$ cat src/rtl/bram_rr_arbiter.sv
// Round-robin arbiter sharing one single-port BRAM between requesters A and B.
// After reset it sweeps INIT_VALUE into every location before granting any command.
module bram_rr_arbiter #(
  parameter int                    DATA_WIDTH    = 32,
  parameter int                    ADDRESS_WIDTH = 6,
  parameter logic [DATA_WIDTH-1:0] INIT_VALUE    = '0
) (
  input  logic                     clk,
  input  logic                     clr,

  input  logic                     a_req,
  input  logic                     a_we,
  input  logic [ADDRESS_WIDTH-1:0] a_addr,
  input  logic [DATA_WIDTH-1:0]    a_wdata,
  output logic                     a_gnt,
  output logic                     a_rvalid,
  output logic [DATA_WIDTH-1:0]    a_rdata,

  input  logic                     b_req,
  input  logic                     b_we,
  input  logic [ADDRESS_WIDTH-1:0] b_addr,
  input  logic [DATA_WIDTH-1:0]    b_wdata,
  output logic                     b_gnt,
  output logic                     b_rvalid,
  output logic [DATA_WIDTH-1:0]    b_rdata,

  output logic                     busy,

  output logic                     mem_n_clr,
  output logic                     mem_read_en,
  output logic                     mem_write_en,
  output logic [ADDRESS_WIDTH-1:0] mem_addr,
  output logic [DATA_WIDTH-1:0]    mem_data_in,
  input  logic [DATA_WIDTH-1:0]    mem_data_out
);

  localparam logic [0:0] ST_INIT = 1'b0;
  localparam logic [0:0] ST_RUN  = 1'b1;

  localparam logic PORT_A = 1'b0;
  localparam logic PORT_B = 1'b1;

  localparam logic [ADDRESS_WIDTH-1:0] LAST_ADDR = '1;

  logic [0:0]               state;
  logic [ADDRESS_WIDTH-1:0] init_cnt;
  logic                     rr_ptr;

  logic                     sweep;
  logic                     run;
  logic                     any_gnt;

  logic                     cmd_vld_p1;
  logic                     cmd_we_p1;
  logic                     cmd_own_p1;
  logic [ADDRESS_WIDTH-1:0] cmd_addr_p1;
  logic [DATA_WIDTH-1:0]    cmd_wdata_p1;

  logic                     rd_vld_p2;
  logic                     rd_own_p2;

  logic [DATA_WIDTH-1:0]    a_rdata_hold;
  logic [DATA_WIDTH-1:0]    b_rdata_hold;

  // clr gates everything combinationally so nothing is granted or issued while reset is held
  assign sweep = (state == ST_INIT) && !clr;
  assign run   = (state == ST_RUN)  && !clr;
  assign busy  = clr || (state == ST_INIT);

  // ---- stage p0: arbitration ----
  assign a_gnt   = run && a_req && (!b_req || (rr_ptr == PORT_A));
  assign b_gnt   = run && b_req && (!a_req || (rr_ptr == PORT_B));
  assign any_gnt = a_gnt || b_gnt;

  always_ff @(posedge clk) begin
    if (clr) begin
      state    <= ST_INIT;
      init_cnt <= '0;
      rr_ptr   <= PORT_A;
    end else begin
      case (state)
        ST_INIT: begin
          init_cnt <= init_cnt + 1'b1;
          if (init_cnt == LAST_ADDR) begin
            state <= ST_RUN;
          end
        end
        ST_RUN: begin
          if (any_gnt) begin
            rr_ptr <= a_gnt ? PORT_B : PORT_A;
          end
        end
        default: state <= ST_INIT;
      endcase
    end
  end

  // ---- stage p1: command register feeding the BRAM ----
  // During the sweep the address/data registers track the init writes, so after the
  // sweep the idle BRAM inputs hold the last swept location instead of jumping back.
  always_ff @(posedge clk) begin
    if (clr) begin
      cmd_vld_p1   <= 1'b0;
      cmd_we_p1    <= 1'b0;
      cmd_own_p1   <= PORT_A;
      cmd_addr_p1  <= '0;
      cmd_wdata_p1 <= '0;
    end else if (state == ST_INIT) begin
      cmd_vld_p1   <= 1'b0;
      cmd_addr_p1  <= init_cnt;
      cmd_wdata_p1 <= INIT_VALUE;
    end else begin
      cmd_vld_p1 <= any_gnt;
      if (any_gnt) begin
        cmd_we_p1    <= a_gnt ? a_we    : b_we;
        cmd_own_p1   <= a_gnt ? PORT_A  : PORT_B;
        cmd_addr_p1  <= a_gnt ? a_addr  : b_addr;
        cmd_wdata_p1 <= a_gnt ? a_wdata : b_wdata;
      end
    end
  end

  assign mem_n_clr    = ~clr;
  assign mem_write_en = sweep || (run && cmd_vld_p1 && cmd_we_p1);
  assign mem_read_en  = run && cmd_vld_p1 && !cmd_we_p1;
  assign mem_addr     = sweep ? init_cnt   : cmd_addr_p1;
  assign mem_data_in  = sweep ? INIT_VALUE : cmd_wdata_p1;

  // ---- stage p2: read return, owner tag travels with the read ----
  always_ff @(posedge clk) begin
    if (clr) begin
      rd_vld_p2 <= 1'b0;
      rd_own_p2 <= PORT_A;
    end else begin
      rd_vld_p2 <= mem_read_en;
      rd_own_p2 <= cmd_own_p1;
    end
  end

  assign a_rvalid = rd_vld_p2 && (rd_own_p2 == PORT_A) && !clr;
  assign b_rvalid = rd_vld_p2 && (rd_own_p2 == PORT_B) && !clr;

  // BRAM output is live only in the return cycle; the hold registers keep it afterwards
  always_ff @(posedge clk) begin
    if (a_rvalid) begin
      a_rdata_hold <= mem_data_out;
    end
    if (b_rvalid) begin
      b_rdata_hold <= mem_data_out;
    end
  end

  assign a_rdata = a_rvalid ? mem_data_out : a_rdata_hold;
  assign b_rdata = b_rvalid ? mem_data_out : b_rdata_hold;

endmodule

$ cat config.mk
export PLATFORM = sky130hd
export DESIGN_NAME = bram_rr_arbiter
export DESIGN_NICKNAME = d
export VERILOG_FILES = /design/src/rtl/bram_rr_arbiter.sv
export SDC_FILE = /design/constraint.sdc
export NUM_CORES = 1
export LEC_CHECK = 0
export ABC_AREA = 1
export CORE_AREA = 2 2 85 148
export DETAILED_ROUTE_END_ITERATION = 8
export DIE_AREA = 0 0 87 150
export PLACE_DENSITY = 0.82
export SYNTH_ARGS = -nofsm -noshare
export SYNTH_HDL_FRONTEND = slang
export SYNTH_SLANG_ARGS = --single-unit
$ cat constraint.sdc
create_clock -name clk -period 1.77 [get_ports clk]
set_clock_uncertainty 0.05 [all_clocks]
set_input_delay 0.177 -clock clk [delete_from_list [all_inputs] [get_ports clk]]
set_output_delay 0.177 -clock clk [all_outputs]
set_load 0.005 [all_outputs]
* Word level (Yosys, flattened, before mapping)
Index checks and enable logic that the tools add are counted.
** Word-level totals
- Register bits :: 115
- Bits in latches :: 0
- RAM bits :: 0
- Memory bits (read-only) :: 0
- Output and inout port bits :: 110
- Memories kept :: 0
** Cells by class
- $add $sub $neg :: 1
- Multiply operators :: 0
- Divide/modulo/power cells :: 0
- Magnitude comparators :: 0
- Equality and inequality tests :: 2
- Shift-type cells :: 0
- Muxes and demuxes :: 13
- Bitwise logic cells :: 4
- Reductions and logical operators :: 24
** Operators by type and width (number)
- $mux W32 :: 4
- $mux W6 :: 4
- $logic_and A1 B1 Y1 :: 13
- $add A6 B1 Y6 const B :: 1
- $eq A6 B6 Y1 const B :: 1
- $logic_or A1 B1 Y1 :: 5
- $mux W1 :: 5
- $logic_not A1 Y1 :: 4
- $not A1 Y1 :: 4
- $ne A2 B1 Y1 const B :: 1
- $reduce_and A2 Y1 :: 1
- $reduce_or A2 Y1 :: 1

* Logic depth before layout (Yosys ltp)
Gate-level depths: netlist of the first run.
- Depth after elaboration :: 7
- Depth in mapped cells :: 10
- Depth with buffers taken out :: 8

* Worst setup path after synthesis of the first run
No wires, ideal clock.
- Path type :: reg-to-reg
- Start :: register state
- End :: register cmd_wdata_p1[10]
- Setup time :: 0.109 ns
- Data arrival time :: 1.218 ns
- Data required time :: 1.611 ns
- Path slack :: 0.393 ns
- Cell stages (with the launch flop) :: 10
- Cells stage by stage :: dfxtp_1 -> inv_2 -> nor2_8 -> o21ai_2 -> inv_2 -> buf_4 -> buf_6 -> nand3_1 -> nand2_1 -> inv_1
** Between the ends
- Word-level cells in the longest chain between the ends :: 4
- Elaborated cells on any way between the ends :: 9
- Those cells by class :: mux (1); bitwise (1); reduce/logical (7)
** RTL lines
- from (decl) :: line 45 : logic [0:0] state;
- from (signal assigned) :: line 77 : state <= ST_INIT;
- from (signal assigned) :: line 85 : state <= ST_RUN;
- from (signal assigned) :: line 93 : default: state <= ST_INIT;
- $logic_and A1 B1 Y1 :: line 67 : assign run = (state == ST_RUN) && !clr;
- $logic_and A1 B1 Y1, on equally long branches (2 in series) :: line 71, 72
- $mux W32 or $logic_or A1 B1 Y1 (tied branches) :: line 118, 73
- to (signal assigned) :: line 118 : cmd_wdata_p1 <= a_gnt ? a_wdata : b_wdata;
- to (decl) :: line 57 : logic [DATA_WIDTH-1:0] cmd_wdata_p1;
Several ways; a longest one is shown, not always the timed one.
A chain may end at the register's enable or synchronous reset.

* Worst setup path in the final report of the first run
- Start :: register rd_vld_p2
- End :: output b_rdata[7]
** Between the ends
- Word-level cells in the longest chain between the ends :: 3
** RTL lines
- from (decl) :: line 59 : logic rd_vld_p2;
- from (signal assigned) :: line 135 : rd_vld_p2 <= mem_read_en;
- $logic_and A1 B1 Y1 (2 in series) :: line 141 : assign b_rvalid = rd_vld_p2 && (rd_own_p2 == PORT_B) && !clr;
- $mux W32
- to (decl) :: line 25 : output logic [DATA_WIDTH-1:0] b_rdata,
No other way between the ends.

==> impl_metrics.env, run 1 <==
export IMPL_status="finished with violations"
export IMPL_violations="setup timing"
export IMPL_placed_cells=1036
export IMPL_p_per_area_nw_per_um2=804
export IMPL_grt_pass1_wl_mm=26.2
export IMPL_slew_viol_final=0
export IMPL_finalNonFillerCells=1116
export IMPL_htreeDepth=4
export IMPL_hpwl_mm=10.5
export IMPL_drt_wl_total_mm=16.9
export IMPL_min_period_ns=1.91
export IMPL_synthCells=670
export IMPL_drt_iter0_markers=186
export IMPL_cp_end_kind="output port"
export IMPL_cts_reportedPaths_clkPinSlew_ns=0.06
export IMPL_r2r_cells=10
export IMPL_multi_input_area_um2=2470
export IMPL_drc=0
export IMPL_cts_max_path_buffers=2
export IMPL_ios=224
export IMPL_grt_max_degree=35
export IMPL_synth_edff_count=0
export IMPL_hold_violations=0
export IMPL_crit_type="reg -> out"
export IMPL_p_total_uw=7150
export IMPL_layout_drive_gt1_share_pct=32.7
export IMPL_cts_sinks=115
export IMPL_hold_start="a_wdata[31]"
export IMPL_start_kind="flop"
export IMPL_wl_per_cell_um=15.1
export IMPL_yosys_warnings=0
export IMPL_synth_seq_cells=115
export IMPL_worst_slew_pin_slew_ns=0.378
export IMPL_ant_nets=0
export IMPL_holdPathEnd="cmd_wdata_p1[31]"
export IMPL_grt_total_usage_pct=25.8
export IMPL_synthArstFlopShare_pct=0
export IMPL_num_antenna_cells=0
export IMPL_port_buffers=223
export IMPL_layout_common_cells="nand2_1, clkdlybuf4s50_1, dfxtp_1, inv_1, buf_2"
export IMPL_r2r_end="cmd_we_p1"
export IMPL_cp_required_ns=1.54
export IMPL_synth_main_ff_cell="dfxtp_1"
export IMPL_min_path_type="in -> reg"
export IMPL_rsz0062_at_grt="true"
export IMPL_cts_buffers_inserted=17
export IMPL_dr_pass1_iters=4
export IMPL_ir_drop_mv=0.628
export IMPL_initial_core_util_pct=40.0
export IMPL_ctsHoldBuffers=0
export IMPL_first_global_vias=5478
export IMPL_cts_tree="built"
export IMPL_yosysSeqAreaShare_pct=48.5
export IMPL_synth_nets=785
export IMPL_arrival_ns=1.68
export IMPL_die_height_um=150
export IMPL_fmax_mhz=524
export IMPL_synth_distinct_cells=26
export IMPL_synth_area_um2=4740
export IMPL_grt_overflow=0
export IMPL_rows=53
export IMPL_r2r_start="state"
export IMPL_viasPerCell=4.80
export IMPL_fillers=880
export IMPL_synth_area_per_cell_um2=7.08
export IMPL_p_leak_uw=0.00415
export IMPL_vias=5355
export IMPL_cts_root_buf="clkbuf_16"
export IMPL_antenna_found_initial=0
export IMPL_period_share_pct=108
export IMPL_fin_nets=1081
export IMPL_slew_headroom_pct=74.8
export IMPL_layout_setup_ws_ns=-0.140
export IMPL_path_max_fanout=6
export IMPL_layout_commonest_cell="nand2_1"
export IMPL_hold_ws_ns=0.293
export IMPL_core_um2=11900
export IMPL_fin_util_pct=74.9
export IMPL_gp_congestion=0.836
export IMPL_die_w_um=87
export IMPL_setup_violations=52
export IMPL_clk_latency_ns=0.40
export IMPL_syn2layout_area_growth_pct=87.5
export IMPL_die_area_um2=13100
export IMPL_hold_path_depth=3
export IMPL_r2r_slack_ns=0.29
export IMPL_maxCapViolations=0
export IMPL_regArea_um2=2310
==> worst max path at each step <==
stage | start | endpoint | slack [ns] | cells past startpoint
6_report | rd_vld_p2 | b_rdata[7] | -0.14 | 7
3_5_place_dp | clr | a_rdata[27] | -0.47 | 6
3_3_place_gp | clr | a_rdata[23] | -0.39 | 6
5_1_grt | rd_vld_p2 | b_rdata[7] | -0.20 | 7
2_1_floorplan | state | cmd_wdata_p1[10] | 0.39 | 9
4_1_cts | rd_vld_p2 | b_rdata[2] | -0.20 | 8
==> timing repair <==
item | 4_1_cts | 5_1_grt
pin swaps | 7 | 10
setup endpoints to repair | 109 | 77
resized for setup | 497 | 81
buffers inserted | 39 | 10
endpoints found under the hold margin | 0 | 0
cloned | 8 | 1
==> report_power, final <==
| group | switching [uW] | total [uW] | internal, uW | leakage (uW) |
|---|---|---|---|---|
| sequential | 46.6 | 2710 | 2660 | 0.000939 |
| combinational | 265 | 667 | 402 | 0.00290 |
| clock | 1240 | 3770 | 2530 | 0.000313 |
| total | 1550 | 7150 | 5600 | 0.00415 |
==> metal layers <==
layer  vias up  part of all wire, %  GRT usage, %
met5         -                    0             0
met4         0                  3.1          12.7
met3        47                  6.2          7.83
met2       184                   56          48.8
met1      2445                   34          24.2
li1       2679                    -             -
==> cell families after synthesis <==
family          Yosys count  share of synthesized area [%]
flops                   115                           48.5
fa+ha+maj                 1                          0.264
compound gates          121                           13.4
buf+inv                 147                           13.0
simple gates            286                           24.8
==> through the flow <==
step                setup slack, ns  TNS [ns]  area, um2
global placement             -0.392    -30.48       7350
global route                 -0.199     -7.09       8890
floorplan                     0.393         0       4740
finish                       -0.140     -3.09       8890
CTS                          -0.203     -7.39       8650
detailed placement           -0.468    -32.74       7350
==> worst max-delay path, cell delays in order, from the launching register on <==
cell and delay (ns):
dfxtp_4 0.36, buf_6 0.10, nand3_4 0.13, buf_12 0.17
buf_6 0.11, buf_6 0.12, o21ai_4 0.14, buf_2 0.14
==> cells in the mapped netlist (6+ instances only) <==
cell type / number / share of area [%]
a21oi_1: 27 / 2.8
a31oi_1: 13 / 1.7
buf_6: 6 / 1.4
clkbuf_1: 22 / 1.7
dfxtp_1: 115 / 49
inv_1: 103 / 8.2
inv_2: 6 / 0.47
nand2_1: 184 / 15
nand3_1: 45 / 4.7
nor2_1: 48 / 3.8
o21ai_0: 61 / 6.4
o21ai_1: 16 / 1.7
==> registers in the layout, summed over array words and instances (netlist names), 6 cells and up <==
| name | cells |
|---|---|
| init_cnt | 6 |
| cmd_wdata_p1 | 32 |
| a_rdata_hold | 32 |
| cmd_addr_p1 | 6 |
| b_rdata_hold | 32 |
==> layout make-up <==
type	instances	area share [%]
sequential	115	26.0
inverter	109	4.71
tap	137	1.93
timing repair buffer	315	32.3
clock buffer	19	4.98
multi-input combinational	408	27.8
clock inverter	13	2.32
Note: power is estimated with default switching activity, not from simulation.
==> run 2, diff against run 1 <==
--- a/config.mk
+++ b/config.mk
@@ -6,9 +6,11 @@
 export NUM_CORES = 1
 export LEC_CHECK = 0
 export ABC_AREA = 1
+export CAP_MARGIN = 40
 export CORE_AREA = 2 2 85 148
 export DETAILED_ROUTE_END_ITERATION = 8
 export DIE_AREA = 0 0 87 150
+export HOLD_SLACK_MARGIN = 0.03
 export PLACE_DENSITY = 0.82
 export SYNTH_ARGS = -nofsm -noshare
 export SYNTH_HDL_FRONTEND = slang
==> results of run 2 <==
No change in the layout: final DEF, timing and power equal those of run 1.
